### src/rtl/mc_pkg.sv
// rtl/mc_pkg.sv - shared state, opcode and immediate-decode definitions for multicycle_core
package mc_pkg;

    localparam logic [2:0] ST_FETCH  = 3'd0;
    localparam logic [2:0] ST_DECODE = 3'd1;
    localparam logic [2:0] ST_EXEC   = 3'd2;
    localparam logic [2:0] ST_MEM    = 3'd3;
    localparam logic [2:0] ST_WB     = 3'd4;
    localparam logic [2:0] ST_HALT   = 3'd5;

    localparam logic [6:0] OP_R      = 7'b0110011;
    localparam logic [6:0] OP_IMM    = 7'b0010011;
    localparam logic [6:0] OP_LOAD   = 7'b0000011;
    localparam logic [6:0] OP_STORE  = 7'b0100011;
    localparam logic [6:0] OP_BRANCH = 7'b1100011;

    localparam logic [2:0] F3_ADD = 3'b000;
    localparam logic [2:0] F3_XOR = 3'b100;
    localparam logic [2:0] F3_OR  = 3'b110;
    localparam logic [2:0] F3_AND = 3'b111;
    localparam logic [2:0] F3_W   = 3'b010;
    localparam logic [2:0] F3_BEQ = 3'b000;
    localparam logic [2:0] F3_BNE = 3'b001;

    localparam logic [6:0] F7_BASE = 7'b0000000;
    localparam logic [6:0] F7_SUB  = 7'b0100000;

    localparam logic [31:0] ECALL = 32'h0000_0073;

    // Full 32-bit sign-extended immediate; the branch offset needs more than XLEN bits.
    function automatic logic [31:0] imm_decode(input logic [31:0] ir);
        case (ir[6:0])
            OP_STORE:  imm_decode = {{20{ir[31]}}, ir[31:25], ir[11:7]};
            OP_BRANCH: imm_decode = {{19{ir[31]}}, ir[31], ir[7], ir[30:25], ir[11:8], 1'b0};
            default:   imm_decode = {{20{ir[31]}}, ir[31:20]};
        endcase
    endfunction

endpackage

### src/rtl/mc_regfile.sv
// rtl/mc_regfile.sv - REG_N x XLEN register file, two async reads, one sync write, x0 reads zero
module mc_regfile
    import mc_pkg::*;
#(
    parameter int XLEN   = 8,
    parameter int REG_N  = 32,
    parameter int RIDX_W = $clog2(REG_N)
) (
    input  logic              clk,
    input  logic              rst_n,
    input  logic [RIDX_W-1:0] raddr1,
    input  logic [RIDX_W-1:0] raddr2,
    output logic [XLEN-1:0]   rdata1,
    output logic [XLEN-1:0]   rdata2,
    input  logic              we,
    input  logic [RIDX_W-1:0] waddr,
    input  logic [XLEN-1:0]   wdata
);

    logic [XLEN-1:0] regs [REG_N];

    always_ff @(posedge clk) begin
        if (!rst_n) begin
            for (int i = 0; i < REG_N; i++) begin
                regs[i] <= '0;
            end
        end else if (we && (waddr != '0)) begin
            regs[waddr] <= wdata;
        end
    end

    assign rdata1 = (raddr1 == '0) ? '0 : regs[raddr1];
    assign rdata2 = (raddr2 == '0) ? '0 : regs[raddr2];

endmodule

### src/rtl/multicycle_core.sv
// rtl/multicycle_core.sv - multicycle RV32I-subset core; MC_BRANCH_EN enables BEQ/BNE
module multicycle_core
    import mc_pkg::*;
#(
    parameter int XLEN    = 8,
    parameter int PC_W    = 5,
    parameter int DADDR_W = 5,
    parameter int REG_N   = 32
) (
    input  logic               clk,
    input  logic               rst_n,
    output logic [PC_W-1:0]    imem_addr,
    input  logic [31:0]        imem_rdata,
    output logic               dmem_req,
    output logic               dmem_we,
    output logic [DADDR_W-1:0] dmem_addr,
    output logic [XLEN-1:0]    dmem_wdata,
    input  logic [XLEN-1:0]    dmem_rdata,
    input  logic               dmem_ready,
    output logic               halted
);

    localparam int RIDX_W = $clog2(REG_N);

    logic [2:0]         state;
    logic [PC_W-1:0]    pc;
    logic [31:0]        ir;
    logic [31:0]        imm_q;
    logic [XLEN-1:0]    a_q, b_q, result_q;
    logic [DADDR_W-1:0] addr_q;
    logic               we_q;
    logic [XLEN-1:0]    rs1_data, rs2_data;

    logic [6:0] opcode, funct7;
    logic [2:0] funct3;
    assign opcode = ir[6:0];
    assign funct3 = ir[14:12];
    assign funct7 = ir[31:25];

    // Register indices alias mod REG_N by taking the low bits of the fields.
    mc_regfile #(.XLEN(XLEN), .REG_N(REG_N), .RIDX_W(RIDX_W)) u_rf (
        .clk    (clk),
        .rst_n  (rst_n),
        .raddr1 (ir[15 +: RIDX_W]),
        .raddr2 (ir[20 +: RIDX_W]),
        .rdata1 (rs1_data),
        .rdata2 (rs2_data),
        .we     (state == ST_WB),
        .waddr  (ir[7 +: RIDX_W]),
        .wdata  (result_q)
    );

    logic [XLEN-1:0] alu_b, alu_res;
    logic            alu_op, mem_op, br_op, br_taken;

    always_comb begin
        alu_op   = 1'b0;
        alu_res  = '0;
        mem_op   = 1'b0;
        br_op    = 1'b0;
        br_taken = 1'b0;
        alu_b    = (opcode == OP_R) ? b_q : imm_q[XLEN-1:0];
        case (opcode)
            OP_R: begin
                if (funct7 == F7_BASE) begin
                    alu_op = 1'b1;
                    case (funct3)
                        F3_ADD:  alu_res = a_q + alu_b;
                        F3_XOR:  alu_res = a_q ^ alu_b;
                        F3_OR:   alu_res = a_q | alu_b;
                        F3_AND:  alu_res = a_q & alu_b;
                        default: alu_op  = 1'b0;
                    endcase
                end else if (funct7 == F7_SUB && funct3 == F3_ADD) begin
                    alu_op  = 1'b1;
                    alu_res = a_q - alu_b;
                end
            end
            OP_IMM: begin
                alu_op = 1'b1;
                case (funct3)
                    F3_ADD:  alu_res = a_q + alu_b;
                    F3_OR:   alu_res = a_q | alu_b;
                    F3_AND:  alu_res = a_q & alu_b;
                    default: alu_op  = 1'b0;
                endcase
            end
            OP_LOAD, OP_STORE: mem_op = (funct3 == F3_W);
`ifdef MC_BRANCH_EN
            OP_BRANCH: begin
                br_op    = (funct3 == F3_BEQ) || (funct3 == F3_BNE);
                br_taken = (funct3 == F3_BEQ) ? (a_q == b_q) : (a_q != b_q);
            end
`endif
            default: ;
        endcase
    end

    always_ff @(posedge clk) begin
        if (!rst_n) begin
            state    <= ST_FETCH;
            pc       <= '0;
            ir       <= '0;
            imm_q    <= '0;
            a_q      <= '0;
            b_q      <= '0;
            result_q <= '0;
            addr_q   <= '0;
            we_q     <= 1'b0;
        end else begin
            case (state)
                ST_FETCH: begin
                    ir    <= imem_rdata;
                    state <= ST_DECODE;
                end
                ST_DECODE: begin
                    a_q   <= rs1_data;
                    b_q   <= rs2_data;
                    imm_q <= imm_decode(ir);
                    state <= ST_EXEC;
                end
                ST_EXEC: begin
                    if (alu_op) begin
                        result_q <= alu_res;
                        state    <= ST_WB;
                    end else if (mem_op) begin
                        addr_q <= DADDR_W'(32'(a_q) + imm_q);
                        we_q   <= (opcode == OP_STORE);
                        state  <= ST_MEM;
                    end else if (br_op) begin
                        pc    <= br_taken ? pc + PC_W'($signed(imm_q) >>> 2) : pc + 1'b1;
                        state <= ST_FETCH;
                    end else begin
                        state <= ST_HALT;
                    end
                end
                ST_MEM: begin
                    if (dmem_ready) begin
                        we_q <= 1'b0;
                        if (we_q) begin
                            pc    <= pc + 1'b1;
                            state <= ST_FETCH;
                        end else begin
                            result_q <= dmem_rdata;
                            state    <= ST_WB;
                        end
                    end
                end
                ST_WB: begin
                    pc    <= pc + 1'b1;
                    state <= ST_FETCH;
                end
                default: state <= ST_HALT;
            endcase
        end
    end

    assign imem_addr  = pc;
    assign dmem_req   = (state == ST_MEM);
    assign dmem_we    = we_q;
    assign dmem_addr  = addr_q;
    assign dmem_wdata = b_q;
    assign halted     = (state == ST_HALT);

endmodule

### config.mk
export PLATFORM = sky130hd
export DESIGN_NAME = multicycle_core
export DESIGN_NICKNAME = d
export VERILOG_FILES = /design/src/rtl/mc_pkg.sv /design/src/rtl/mc_regfile.sv /design/src/rtl/multicycle_core.sv
export SDC_FILE = /design/constraint.sdc
export NUM_CORES = 1
export LEC_CHECK = 0
export CAP_MARGIN = 40
export CORE_AREA = 2 2 223 225
export CTS_BUF_LIST = sky130_fd_sc_hd__clkbuf_16
export DETAILED_ROUTE_END_ITERATION = 8
export DIE_AREA = 0 0 225 227
export PLACE_DENSITY_LB_ADDON = 0.15
export SLEW_MARGIN = 40
export SYNTH_ARGS = -nofsm -noshare
export SYNTH_HDL_FRONTEND = slang
export SYNTH_SLANG_ARGS = --single-unit
### constraint.sdc
create_clock -name clk -period 3.7 [get_ports clk]
set_input_delay 0.74 -clock clk [delete_from_list [all_inputs] [get_ports clk]]
set_output_delay 0.74 -clock clk [all_outputs]
set_load 0.1 [all_outputs]
==> key figures <==
STA
  – Max Freq: 288 MHz
  – Setup-failing EPs final: 0
  – Setup TNS: 0 ns
  – Final Hold Vio Count: 0
  – Final period utilization: 93.9%
  – Final Slew Violations: 0
  – Fin crit period: 3.47 ns
  – Unrepaired setup endpoints after global routing: false
  – Worst-Margin Slew: 0.787 ns
  – Final Skew: 0.0140 ns
  – Hold slack: 0.457 ns
  – PnR worst setup slack: 0.227 ns
  – Slew headroom: 47.0%

Synthesis
  – Yosys cell types: 68
  – Avg Cell Area, Syn: 12.8 um2
  – Sequential area share after synthesis: 50.1%
  – Most used flip-flop cell after synthesis: edfxtp_1
  – Cells after synthesis: 1475
  – Register bit total from synthesis: 344
  – Top-area cell type share of the netlist area: 40.8%
  – Post-Syn Area: 18900 um2
  – Post-synth EDFFs: 256
  – Post-synth top area cell: edfxtp_1
  – Yosys warning count: 0
  – Synth top area cells: edfxtp_1 41%, mux4_2 14%, dfxtp_1 9.3%
  – Async set or reset register ratio after synthesis: 0%

Setup path
  – CP arrival: 3.90 ns
  – Critical path depth in cells: 12
  – Critical Path Sink Type: flip-flop
  – Startpoint type of the worst setup path: flip-flop
  – Reg-to-reg startpoint: ir[2]
  – Worst-path cell chain: nor4bb_2 > buf_4 > nand3_4 > mux2_2 > ha_1 > fa_1 > or3_1 > a311oi_1 > nor4_1 > o31ai_1 > a311o_1 > a31oi_1
  – Worst r2r path cells: 12
  – Critical Path Sink: result_q[6]
  – Critical path data required time: 4.12 ns
  – Top delay family on crit path: compound AO/OA/AOI/OAI gates
  – FF-to-FF setup slack: 0.23 ns
  – CP max FO: 6
  – Crit-path slowest cell: fa_1
  – Setup crit start: ir[2]
  – RR Endpoint: result_q[6]
  – Crit path kind: flip-flop to flip-flop
  – Critical path buffer and inverter count: 1
  – CP peak stage delay: 0.44 ns

Placement
  – Post-DP HPWL: 38.2 mm
  – Number of port buffers: 63
  – Placer congestion estimate: 0.902
  – DP Area: 20200 um2
  – Pre-CTS WS: 0.211 ns
  – Placed cells: 2129

Clock tree
  – H-tree depth: 2
  – CTS Buffer Depth: 3
  – Post-CTS setup buffers: 0
  – Worst-Skew Late Latency: 0.56 ns
  – Worst-path clk slew: 0.06 ns
  – Root buf cell: clkbuf_16
  – TritonCTS Buffers: 41
  – Hold_buf cts: 0
  – Sinks on Clock Net: 344
  – CTS tree: yes

Global routing
  – Largest net degree at the start of global routing: 74
  – Vias in the first global route: 12600
  – Global route overflow: 0
  – First-pass GRT wire length: 82.8 mm
  – Initial antenna violation count: 0
  – GRT Overall Usage: 22.1%

Finish
  – Register area: 9470 um2
  – Fraction of layout cells with a size suffix above 1: 18.6%
  – Synth-to-Final Area Change: 14.4%
  – Core Util, Final: 44.5%
  – Most common cell after layout, fill and taps aside: edfxtp_1
  – N_diodes: 0
  – Commonest non-fill, non-tap cells in the layout: 256 x edfxtp_1, 251 x and2_1, 114 x mux4_2
  – # nets final: 1625
  – Filler cells: 4437
  – Final Non-Filler Cells: 2204
  – Finished Cell Area: 21600 um2
  – Area occupied by multi-input gates: 8800 um2

Die
  – Num ports: 64
  – Die area: 51100 um2
  – Die width: 225 um
  – Row count: 81
  – CORE AREA: 48500 um2
  – Initial core utilization: 38.8%
  – Die Y: 227 um

Routing
  – DR top layer: met4
  – Routed wl met2: 26.6 mm
  – First DRT Iteration DRCs: 1161
  – WL/cell: 25.0 um
  – Met3 WL: 3.03 mm
  – WL met1: 24.0 mm
  – Post-route ant nets: 0
  – # DRC: 0
  – Initial DRT Pass Iterations: 6
  – Routed WL: 55.2 mm
  – Vias/cell: 5.70
  – Detailed-route via count: 12600

Power
  – Lkg Pwr: 7.81 nW
  – Pwr dens: 470 nW/um2
  – Overall power: 10.1 mW
  – VDD IR max: 248 uV

Outcome
  – Status: completed

Min path
  – Hold Crit Class: flip-flop to flip-flop

Run
  – Max_cap viols: 0
[area by class of cell]
class,count,area share [%]
clock buffer,43,4.99
timing repair buffer,134,5.27
sequential,344,43.9
tap,622,3.61
multi-input combinational,1004,40.8
clock inverter,31,0.997
inverter,26,0.452
[worst register-to-register path, stage by stage (launching register included)]
cell	delay (ns)
dfxtp_1	0.32
nor4bb_2	0.29
buf_4	0.19
nand3_4	0.07
mux2_2	0.33
ha_1	0.23
fa_1	0.44
or3_1	0.36
a311oi_1	0.36
nor4_1	0.10
o31ai_1	0.34
a311o_1	0.23
a31oi_1	0.08
[cells in the mapped netlist, types with 3 or more instances]
library cell	n
nand2_1	108
o21ai_0	53
mux4_2	114
o211ai_1	3
ha_1	29
a31o_2	3
nor3b_1	3
nand2b_1	16
a32oi_1	10
a211oi_1	9
a211o_1	4
clkbuf_1	71
buf_2	17
and2_1	251
mux2i_1	49
o311a_1	3
a221oi_1	3
or3_1	9
inv_1	25
nor3_1	9
xor2_1	8
nand4_1	6
a31oi_1	9
a2bb2oi_1	3
mux2_2	9
and3_1	5
nor4_1	4
buf_4	7
mux4_1	33
a311oi_1	3
edfxtp_1	256
nand3_1	14
nand3b_1	6
o21ai_1	3
nor2b_1	12
a21o_1	6
a22oi_1	11
xnor2_1	8
or2_2	5
buf_6	8
a21oi_1	57
dfxtp_1	88
nor2_1	92
[sequential cells by signal (all words and copies together), names as in the netlist, named ones only]
| signal | count |
|---|---|
| a_q | 8 |
| dmem_addr | 5 |
| dmem_wdata | 8 |
| dmem_we | 1 |
| imem_addr | 5 |
| imm_q | 8 |
| ir | 32 |
| result_q | 8 |
| state | 3 |
| u_rf.regs | 256 |
[worst min-delay path by stage]
| stage | from | end | slack, ns | cells after the start |
|---|---|---|---|---|
| 6_report | ir[0] | ir[0] | 0.46 | 2 |
| 3_5_place_dp | ir[0] | ir[0] | 0.45 | 2 |
| 3_3_place_gp | ir[28] | ir[28] | 0.45 | 2 |
| 2_1_floorplan | ir[1] | ir[1] | 0.43 | 2 |
| 4_1_cts | ir[0] | ir[0] | 0.46 | 2 |
| 5_1_grt | ir[0] | ir[0] | 0.49 | 2 |
[cell families after synthesis]
group / after synthesis / synth area share [%]
AO/OA/AOI/OAI: 198 / 6.68
flip-flops: 344 / 50.1
adder cells (fa/ha/maj): 31 / 2.14
buffers and inverters: 134 / 3.44
AND/OR/NAND/NOR: 546 / 15.5
other: 1 / 0.0199
XOR/XNOR: 16 / 0.743
multiplexers: 205 / 21.4
[power breakdown]
group | leakage, nW | total, mW | internal [mW] | switching, mW
sequential | 3.36 | 4.57 | 4.31 | 0.258
clock | 0.662 | 3.94 | 2.30 | 1.64
combinational | 3.78 | 1.63 | 0.735 | 0.898
[per-layer routing]
layer / up-vias / GRT usage, %
met5: - / 0
li1: 5708 / -
met4: 0 / 6.77
met3: 75 / 3.69
met1: 6413 / 29.8
met2: 365 / 36.6
[timing repair]
item,4_1_cts,5_1_grt
resized for setup,0,2
hold endpoints to repair,0,0
setup endpoints to repair,0,2
Note: power is estimated with default switching activity, not from simulation.
